File: src/rtl/dice_monitor.sv
// Passive monitor for a dice block: tracks roll phases, latches settled throws,
// counts rolls and flags sequence or range violations on the dice interface.
module dice_monitor #(
  parameter int unsigned CNT_W = 8
) (
  input  logic             clk,
  input  logic             rst,
  input  logic             button,
  input  logic [2:0]       throw,
  output logic [2:0]       result,
  output logic             result_valid,
  output logic             double,
  output logic             seq_err,
  output logic             range_err,
  output logic [CNT_W-1:0] roll_count
);

  typedef enum logic [1:0] {IDLE, ROLLING, SETTLE} state_e;

  state_e           state_q;
  logic             btn_q;
  logic [2:0]       thr_q;
  logic [2:0]       prev_q;
  logic             chk_en_q;
  logic [2:0]       result_q;
  logic             result_valid_q;
  logic             double_q;
  logic             seq_err_q;
  logic             range_err_q;
  logic [CNT_W-1:0] roll_count_q;

  logic [2:0] exp_next_c;
  logic       thr_bad_c;
  logic       prev_bad_c;
  logic       seq_bad_c;
  logic       range_bad_c;

  // Rule checks on the sampled interface; held off for one cycle after reset.
  always_comb begin
    exp_next_c  = 3'd1;
    thr_bad_c   = (thr_q == 3'd0) || (thr_q == 3'd7);
    prev_bad_c  = (prev_q == 3'd0) || (prev_q == 3'd7);
    seq_bad_c   = 1'b0;
    range_bad_c = chk_en_q && thr_bad_c;
    if (!prev_bad_c && (prev_q != 3'd6)) begin
      exp_next_c = prev_q + 3'd1;
    end
    if (chk_en_q) begin
      case (state_q)
        ROLLING: begin
          if (btn_q && (thr_q != exp_next_c)) seq_bad_c = 1'b1;
        end
        IDLE: begin
          // An illegal value is reported by range_err only; recovery to 1 is legal.
          if (!btn_q && !thr_bad_c && (thr_q != prev_q) &&
              !(prev_bad_c && (thr_q == 3'd1))) begin
            seq_bad_c = 1'b1;
          end
        end
        default: seq_bad_c = 1'b0;
      endcase
    end
  end

  // State and outputs; the result is latched on entry so it is valid throughout SETTLE.
  always_ff @(posedge clk) begin
    if (rst) begin
      state_q        <= IDLE;
      btn_q          <= 1'b0;
      thr_q          <= 3'd0;
      prev_q         <= 3'd0;
      chk_en_q       <= 1'b0;
      result_q       <= 3'd0;
      result_valid_q <= 1'b0;
      double_q       <= 1'b0;
      seq_err_q      <= 1'b0;
      range_err_q    <= 1'b0;
      roll_count_q   <= '0;
    end else begin
      btn_q          <= button;
      thr_q          <= throw;
      prev_q         <= thr_q;
      chk_en_q       <= 1'b1;
      result_valid_q <= 1'b0;
      if (seq_bad_c)   seq_err_q   <= 1'b1;
      if (range_bad_c) range_err_q <= 1'b1;
      case (state_q)
        IDLE: begin
          if (btn_q) state_q <= ROLLING;
        end
        ROLLING: begin
          if (!btn_q) begin
            state_q        <= SETTLE;
            result_q       <= thr_q;
            result_valid_q <= 1'b1;
            double_q       <= (thr_q == result_q) && (result_q != 3'd0);
            roll_count_q   <= roll_count_q + CNT_W'(1);
          end
        end
        SETTLE: begin
          state_q <= btn_q ? ROLLING : IDLE;
        end
        default: state_q <= IDLE;
      endcase
    end
  end

  assign result       = result_q;
  assign result_valid = result_valid_q;
  assign double       = double_q;
  assign seq_err      = seq_err_q;
  assign range_err    = range_err_q;
  assign roll_count   = roll_count_q;

endmodule

File: config.mk
export PLATFORM = sky130hd
export DESIGN_NAME = dice_monitor
export DESIGN_NICKNAME = d
export VERILOG_FILES = /design/src/rtl/dice_monitor.sv
export SDC_FILE = /design/constraint.sdc
export NUM_CORES = 1
export LEC_CHECK = 0
export ABC_AREA = 0
export BUFFER_PORTS_ARGS = -buffer_cell sky130_fd_sc_hd__buf_2
export CORE_ASPECT_RATIO = 0.75
export CORE_MARGIN = 2
export CORE_UTILIZATION = 49
export DETAILED_ROUTE_END_ITERATION = 6
export GPL_ROUTABILITY_DRIVEN = 0
export GPL_TIMING_DRIVEN = 0
export PLACE_DENSITY = 0.7
export SETUP_SLACK_MARGIN = 0.3
export SLEW_MARGIN = 15
export SYNTH_ARGS = -nofsm -noshare
export SYNTH_HDL_FRONTEND = slang
export SYNTH_SLANG_ARGS = --single-unit
File: constraint.sdc
create_clock -name clk -period 2.8 [get_ports clk]
set_clock_uncertainty 0.15 [all_clocks]
set_input_delay 0.56 -clock clk [delete_from_list [all_inputs] [get_ports clk]]
set_output_delay 0.56 -clock clk [all_outputs]
set_load 0.02 [all_outputs]
==> results of run 1 <==
flip-flops by register name (all words and copies together) (netlist names):
name,cells
chk_en_q,1
roll_count,8
result,3
range_err,1
seq_err,1
state_q,2
result_valid,1
thr_q,3
btn_q,1
prev_q,3
double,1
per-stage QoR:
step	instances	hold WS, ns	worst slack, ns	cell area [µm²]	total power [mW]
floorplan	123	0.3127	1.293	1125	0.4309
global placement	167	0.2949	1.191	1255	0.4475
detailed placement	167	0.3031	1.194	1255	0.4494
CTS	171	0.2822	1.132	1282	0.6045
global route	171	0.2984	1.039	1282	0.6287
finish	171	0.2920	1.144	1282	0.5955
area by class of cell:
cell class              count  share of cell area
inverters                   3            0.008780
clock inverters             1            0.003902
multi-input cells          88              0.4488
plain buffers               7             0.02927
well taps                  24             0.02341
repair buffers             20             0.07805
clock buffers               3             0.01756
flip-flops and latches     25              0.3902
synthesized netlist by cell type, drive strengths merged, types with 4 or more instances:
library cell and number:
a21oi 8, buf 4, nand2 17, ha 4, nor2b 7, xor2 5, dfxtp 25, xnor2 6
nor3 4, nor2 11
worst paths after layout:
path                            depth (start not counted)                      to                        from
worst max-delay path                                    1           roll_count[3]  roll_count[3]$_SDFFE_PP0P_
worst min-delay path                                    2     thr_q[1]$_SDFF_PP0_                    throw[1]
worst max register to register                          5    seq_err$_SDFFE_PP0P_         thr_q[1]$_SDFF_PP0_
worst min register to register                          2  range_err$_SDFFE_PP0P_      range_err$_SDFFE_PP0P_
cell families after synthesis:
kind of cell / synth area share
buf+inv: 0.04338
compound gates: 0.07454
fa+ha+maj: 0.04450
simple gates: 0.2781
xor+xnor: 0.1057
mux: 0.008899
flops: 0.4449
placed cells by master, fill, tap and decap left out, drive strengths merged:
cell     instances
nand4b           1
a21o             1
clkinv           1
xor2             5
or3b             2
nor2            11
and3             2
a211o            1
dfxtp           25
xnor2            6
nand3            3
ha               4
nor3             4
mux2i            1
nand2           17
clkbuf           6
nand4            3
nor4b            1
o21ai            2
or3              3
nor2b            7
nor4bb           1
xnor3            1
o311ai           1
o2111ai          1
inv              3
nor3b            2
buf             24
a21oi            8
power groups by stage:
stage	Combinational (mW)	Clock, mW	Sequential, mW
floorplan	0.0446	0	0.386
global placement	0.0661	0	0.381
detailed placement	0.0674	0	0.382
CTS	0.0676	0.163	0.374
global route	0.0755	0.177	0.376
finish	0.0669	0.155	0.374
metal layers:
layer	global-route usage	up-vias	part of all wire
met1	0.2351	424	0.53
met5	0	-	0
met4	0.02727	0	0.0041
li1	-	460	-
met3	0.05966	2	0.047
met2	0.2813	19	0.42
==> metrics.txt, run 1 <==
core footprint=2085 µm²; Post-Syn Area per Cell=9.145 µm²; Post-synth EDFFs=0; largest net degree at the start of global routing=15; final core occ=0.6152; P_int=450.2 µW; Cell Area, Synth=1125 µm²; Clk network pwr share=0.260; multi-input logic area=around 580 µm²; Final #Nets=158; Reg clk slew, reported paths=0.13 ns; RSZ-0062 raised after global routing=false; DR pass1 iterations=4; final hold vios=0; post-DR vias/cell=between 5 and 6; CP Max Fanout=7; clock sink count=25; layout cells sized above 1=0.2177; vias in the first global route=808; crit path DAT=0.95 ns; critical path's top delay family=flip-flops; Die Width=59.33 µm; CP max-delay cell=dfxtp_1; Synth Flop Type=dfxtp_1; CP peak stage delay=0.44 ns; I/O Buffers=20; final cycle utilization of the critical path=0.5914; Initial Util=0.5396; setup TNS=0 ns; sequential area share after synthesis=0.4449; endpoint class of the critical path=output pin; switching share of total power=0.2441; Setup crit start kind=flop; clk buf depth=2; GRT Resource Usage Total=0.1756; per-cell routed wire length=roughly 12 µm; combinational fraction of design power=0.112; Tightest Pin Transition=around 0.53 ns; DRC violations left=0; status=finished, final reports clean; Boundary Pins=21; worst endpoint required time=2.09 ns; Setup violations, final=0; vias after detailed routing=905; Max Fclk=0.6039 GHz; wirelength, routed=1.971 mm; post-CTS setup buffers=0; grt ovf=0; Post-DP HPWL=between 1 and 1.5 mm; CP bufs+invs=1; Peak VDD IR=369.6 µV; worst skew pair latency=0.31 ns; cts-stage hold buffer count=0; Relative slew margins=0.6447; Synth Instances=123; Ys Warns=0; syn nets=roughly 130; #FFs+latches synth=25; Clock Tree Root=clkbuf_4; CTS buffer count=3; first-pass GRT wire length=around 3.6 mm; Max-Cap Viols=0; H-Tree Depth=1; initial antenna violation count=0; asr flop ratio synth=0; Die Y-Extent=45.50 µm; PwrDens=464.3 nW/µm²; Max Slew Vio Count=0; WS Path Type=reg -> out; crit path time final=between 1.5 and 2 ns; sw power=~150 µW; Yosys cell types=32; share of power burned in registers=0.628; antenna-violating nets left=0; Lkg Pwr=between 0.5 and 0.6 nW; # fillers=190; Synth-to-Final Area Change=14.02%; cell taking the most area after synthesis=dfxtp_1; R2R Setup Slk=1.17 ns; Reg area=500.5 µm²; post_cts resized=0; full die area=2699 µm²; TritonCTS clock tree=built; antenna diode count=0; row cnt=14; CP Cell Sequence=buf_2; dominant cells by area after synthesis=dfxtp_1 (44%), nand2_1 (5.7%), xnor2_1 (4.7%); area share of the largest cell type after synthesis=0.4449; worst min path class=in -> reg; DRT iter0 DRCs=32
No activity file was read; power rests on OpenSTA's default activity.
==> inputs of run 2 (changes only) <==
--- a/config.mk
+++ b/config.mk
@@ -9,11 +9,11 @@
 export BUFFER_PORTS_ARGS = -buffer_cell sky130_fd_sc_hd__buf_2
 export CORE_ASPECT_RATIO = 0.75
 export CORE_MARGIN = 2
-export CORE_UTILIZATION = 49
+export CORE_UTILIZATION = 48
 export DETAILED_ROUTE_END_ITERATION = 6
 export GPL_ROUTABILITY_DRIVEN = 0
 export GPL_TIMING_DRIVEN = 0
-export PLACE_DENSITY = 0.7
+export PLACE_DENSITY = 0.71
 export SETUP_SLACK_MARGIN = 0.3
 export SLEW_MARGIN = 15
 export SYNTH_ARGS = -nofsm -noshare
==> constraint.sdc (replaced) <==
create_clock -name clk -period 1.5 [get_ports clk]
set_clock_uncertainty 0.15 [all_clocks]
set_input_delay 0.3 -clock clk [delete_from_list [all_inputs] [get_ports clk]]
set_output_delay 0.3 -clock clk [all_outputs]
set_load 0.02 [all_outputs]
==> metrics.txt, run 2 (same netlist as run 1, synthesis figures left out) <==
status=finished, violations left; violated checks=negative setup slack; H-Tree Depth=1 (unchanged); Final #Nets=180 (+14%); TritonCTS clock tree=built; most frequent cells in the layout=buf_6 (19), buf_4 (19), dfxtp_2 (14), nand2_1 (12), nor2_1 (9); Clock Tree Root=clkbuf_4; initial antenna violation count=0 (unchanged); DRC violations left=0 (unchanged); wirelength, routed=2.893 mm (+47%); final cycle utilization of the critical path=1.010; clock sink count=25 (unchanged); row cnt=15 (+1); Final Instance Area=1769 µm² (+38%); Die Width=59.90 µm (+0.96%); Max Fclk=0.6600 GHz; core footprint=2252 µm² (+8.0%); RSZ-0062 raised after global routing=true; antenna diode count=0 (unchanged); vias in the first global route=942 (+17%); Boundary Pins=21 (unchanged); vias after detailed routing=1,060 (+17%); Placed Area=1285 µm² (+2.4%); Setup crit start kind=flop; Reg clk slew, reported paths=0.14 ns (about the same); Setup violations, final=1 (+1); Post-DP HPWL=1.492 mm (+0.90%); Tightest Pin Transition=0.6248 ns (+0.09414 ns); per-cell routed wire length=14.91 µm (+29%); Max-Cap Viols=0 (unchanged); PwrDens=683.5 nW/µm² (+47%); Initial Util=0.4994 (-0.04017); layout cells sized above 1=0.6154 (+0.3977); final core occ=0.7856 (+0.1703); Peak VDD IR=631.6 µV (+71%); GRT Resource Usage Total=0.2068 (+0.03126); dpl ws=-0.01736 ns (-1.211 ns); Largest register FFs=8 (unchanged); CP Max Fanout=10 (+3); largest net degree at the start of global routing=16 (+1); I/O Buffers=20 (unchanged); worst min path class=in -> reg; final worst slack=-0.01511 ns (-1.159 ns); crit path time final=roughly 1.5 ns; crit path DAT=1.58 ns (+0.63 ns); DR pass1 iterations=4 (unchanged); clk buf depth=2 (unchanged); CTS buffer count=3 (unchanged); Die Y-Extent=45.93 µm (+0.95%); Lkg Pwr=0.7476 nW (+32%); WS Path Type=reg -> reg; Relative slew margins=0.5835 (-0.06121); hold slack=0.02971 ns (-0.2623 ns); cts-stage hold buffer count=0 (unchanged); full die area=2751 µm² (+1.9%); final hold vios=0 (unchanged); worst endpoint required time=1.57 ns (-0.52 ns); post-DR vias/cell=5.464 (+3.2%); Max Slew Vio Count=0 (unchanged); Synth-to-Final Area Change=57.29%; DRT iter0 DRCs=54 (+69%); endpoint class of the critical path=flop; worst skew pair latency=0.33 ns (+0.02 ns); grt ovf=0 (unchanged); first-pass GRT wire length=4.160 mm (+17%); antenna-violating nets left=0 (unchanged)
[run 2: cell count changes in the layout (fill, tap and decap cells not counted), moves of 3 or more]
cell     change
nand2_1      -5
buf_2       -17
buf_4       +19
buf_6       +18
nand2_4      +4
dfxtp_4      +8
a21oi_2      +8
a21oi_1      -8
dfxtp_1     -22
buf_8        +3
dfxtp_2     +14
[run 2: worst max-delay path: stages, from the launching register on]
cell	delay, ns
dfxtp_2	0.35
buf_6	0.13
xor2_1	0.18
or3_1	0.38
a21oi_2	0.13
o311ai_1	0.10
[run 2: repair_timing]
action                                 in CTS  in global routing
pin swaps                                  11                 14
setup endpoints to repair                  31                 31
buffers inserted                           17                  5
resized for setup                          56                 38
endpoints found under the hold margin       0                  0
[run 2: metal layers]
layer / vias up / share of wire / global-route usage
li1: 510 / - / -
met1: 500 / 0.44 / 0.2663
met2: 44 / 0.48 / 0.3304
met3: 6 / 0.055 / 0.05682
met4: 0 / 0.016 / 0.08000
met5: - / 0 / 0
[run 2: path summary, 6_finish.rpt]
path,from,end,slack (ns),cells after the start
worst max-delay path,thr_q[2]$_SDFF_PP0_,seq_err$_SDFFE_PP0P_,-0.02,5
worst min-delay path,throw[1],thr_q[1]$_SDFF_PP0_,0.03,2
worst max register to register,thr_q[2]$_SDFF_PP0_,seq_err$_SDFFE_PP0P_,-0.02,5
worst min register to register,seq_err$_SDFFE_PP0P_,seq_err$_SDFFE_PP0P_,0.35,2
[run 2: area by class of cell]
cell class | instances | area (µm²)
buffer | 7 | 66.31
multi-input combinational | 88 | 708.2
clock buffer | 3 | 22.52
inverter | 3 | 11.26
tap | 25 | 31.28
sequential | 25 | 548.0
timing repair buffer | 42 | 374.1
clock inverter | 1 | 7.507
fill | 133 | 483.0
[run 2: through the flow]
stage	TNS (ns)	cells	total power, mW
after global placement	0	168	0.8432
final	-0.01511	194	1.209
after CTS	0	189	1.176
after floorplan	0	123	0.8132
after detailed placement	-0.01736	168	0.8471
after global routing	-0.1560	194	1.267
[run 2: where the power goes]
| part | internal [mW] | switching (mW) |
|---|---|---|
| sequential | 0.676 | 0.0162 |
| clock | 0.102 | 0.209 |
| combinational | 0.108 | 0.0981 |
==> inputs of run 3 (changes only) <==
--- a/config.mk
+++ b/config.mk
@@ -12,7 +12,6 @@
 export CORE_UTILIZATION = 48
 export DETAILED_ROUTE_END_ITERATION = 6
 export GPL_ROUTABILITY_DRIVEN = 0
-export GPL_TIMING_DRIVEN = 0
 export PLACE_DENSITY = 0.71
 export SETUP_SLACK_MARGIN = 0.3
 export SLEW_MARGIN = 15
==> metrics.txt, run 3 (same netlist as run 1, synthesis figures left out) <==
crit path time final=1.505 ns (-0.01059 ns); clock sink count=25 (unchanged); Boundary Pins=21 (unchanged); final hold vios=0 (unchanged); Reg area=541.8 µm² (-1.1%); CP Max Fanout=4 (-6); GRT Resource Usage Total=0.1903 (-0.01656); dpl ws=-0.01940 ns (-0.002039 ns); crit path DAT=1.57 ns (about the same); worst min path class=in -> reg; worst endpoint required time=1.56 ns (about the same); Critical R2R Capture=seq_err$_SDFFE_PP0P_; Min-Delay Startpoint=throw[0]; full die area=2751 µm² (unchanged); Peak VDD IR=618.3 µV (-2.1%); Max-Cap Viols=0 (unchanged); worst skew pair latency=0.34 ns (about the same); Final #Nets=174 (-3.3%); Max Fclk=0.6647 GHz (+0.70%); H-Tree Depth=1 (unchanged); layout cells sized above 1=0.5276 (-0.08778); clk buf depth=2 (unchanged); Placed Area=1295 µm² (+0.78%); violated checks=negative setup slack; core footprint=2252 µm² (unchanged); Reg2Reg Launch Point=thr_q[0]$_SDFF_PP0_; first-pass GRT wire length=3.822 mm (-8.1%); grt ovf=0 (unchanged); Die Width=59.90 µm (unchanged); Clock Tree Root=clkbuf_4; Critical Path Start=thr_q[0]$_SDFF_PP0_; Setup violations, final=1 (unchanged); cts-stage hold buffer count=0 (unchanged); TritonCTS clock tree=built; row cnt=15 (unchanged); DRC violations left=0 (unchanged); antenna diode count=0 (unchanged); Largest register FFs=8 (unchanged); DR pass1 iterations=4 (unchanged); per-cell routed wire length=14.03 µm (-5.9%); # fillers=173 (+30%); endpoint class of the critical path=flop; PwrDens=720.0 nW/µm² (+5.3%); RSZ-0062 raised after global routing=true; largest net degree at the start of global routing=19 (+3); Die Y-Extent=45.93 µm (unchanged); R2R Setup Slk=-0.005 ns (about the same); vias in the first global route=915 (-2.9%); Relative slew margins=0.8136 (+0.2301); antenna-violating nets left=0 (unchanged); commonest non-fill, non-tap cell in the layout=buf_4; Post-DP HPWL=1.551 mm (+3.9%); Tightest Pin Transition=0.2759 ns (-0.3489 ns); status=finished, violations left; Hold Path Sink=thr_q[0]$_SDFF_PP0_; final worst slack=-0.004514 ns (+0.01059 ns); DRT iter0 DRCs=26 (-52%); wirelength, routed=2.637 mm (-8.8%); initial antenna violation count=0 (unchanged); Synth-to-Final Area Change=45.27%; most frequent cells in the layout=buf_4 (22), nand2_1 (17), dfxtp_2 (15), buf_6 (15), nor2_1 (11); WS Path Type=reg -> reg; CTS buffer count=3 (unchanged); multi-input logic area=655.6 µm² (-7.4%); final cycle utilization of the critical path=1.003 (-0.007062); Register-to-Register Path Depth=4 (-1); Lkg Pwr=0.6941 nW (-7.2%); final core occ=0.7256 (-0.06000); Initial Util=0.4994 (unchanged); Final Instance Area=1634 µm² (-7.6%); Reg clk slew, reported paths=0.14 ns (about the same); hold depth=2 (unchanged); I/O Buffers=20 (unchanged); Tot Pwr=1.176 mW (-2.7%); post-DR vias/cell=5.255 (-3.8%); vias after detailed routing=988 (-6.8%); Setup crit start kind=flop; Max Slew Vio Count=0 (unchanged)
[run 3: cell count changes in the layout (fill, tap and decap cells not counted), sizes merged]
cell | previous run | this run
buf | 47 | 43
clkinvlp | 1 | 0
clkinv | 0 | 1
clkbuf | 5 | 3
[run 3: layout make-up]
| type | count | share of cell area |
|---|---|---|
| Tap cell | 25 | 0.01914 |
| Sequential cell | 25 | 0.3315 |
| Multi-Input combinational cell | 88 | 0.4012 |
| Inverter | 3 | 0.008423 |
| Clock buffer | 3 | 0.01378 |
| Timing Repair Buffer | 43 | 0.2228 |
| Clock inverter | 1 | 0.003063 |
[run 3: worst max path at each step]
stage	end	slack [ns]	cells after the start
final	seq_err$_SDFFE_PP0P_	-0.005	4
after global routing	seq_err$_SDFFE_PP0P_	-0.06	4
after CTS	seq_err$_SDFFE_PP0P_	0.06	6
after detailed placement	seq_err$_SDFFE_PP0P_	-0.02	6
after global placement	roll_count[5]$_SDFFE_PP0P_	0.05	4
after floorplan	seq_err$_SDFFE_PP0P_	0.09	5
[run 3: power by group]
group / internal [mW] / switching, mW / total [mW]
Clock: 0.100 / 0.210 / 0.310
Sequential: 0.679 / 0.0217 / 0.701
Combinational: 0.0880 / 0.0777 / 0.166
[run 3: timing repair]
item                                    in CTS  in global routing
cloned                                       0                  0
buffers inserted                            11                  3
resized for setup                           54                 15
pin swaps                                   11                 11
endpoints found under the hold margin        0                  0
endpoints found under the setup margin      30                 30
[run 3: worst max-delay path, stage by stage (launching register included)]
cell and delay (ns):
dfxtp_2 0.38, or3b_4 0.38, nor3_1 0.18, nand4b_1 0.16
o311ai_2 0.12
[run 3: stage by stage]
stage | hold WS, ns | std cells | setup TNS (ns)
global route | 0.01170 | 188 | -0.06907
global placement | 0.2888 | 170 | 0
CTS | 0.01409 | 185 | 0
finish | 0.01021 | 188 | -0.004514
floorplan | 0.2216 | 123 | 0
detailed placement | 0.2966 | 170 | -0.01940
[run 3: per-layer routing]
metal,vias to the layer above,routed length [µm],share of wire,track usage
met4,0,37,0.014,0.06222
met5,-,0,0,0
met1,463,1216,0.46,0.2362
met2,25,1236,0.47,0.3043
met3,6,146,0.055,0.07386
li1,494,-,-,-
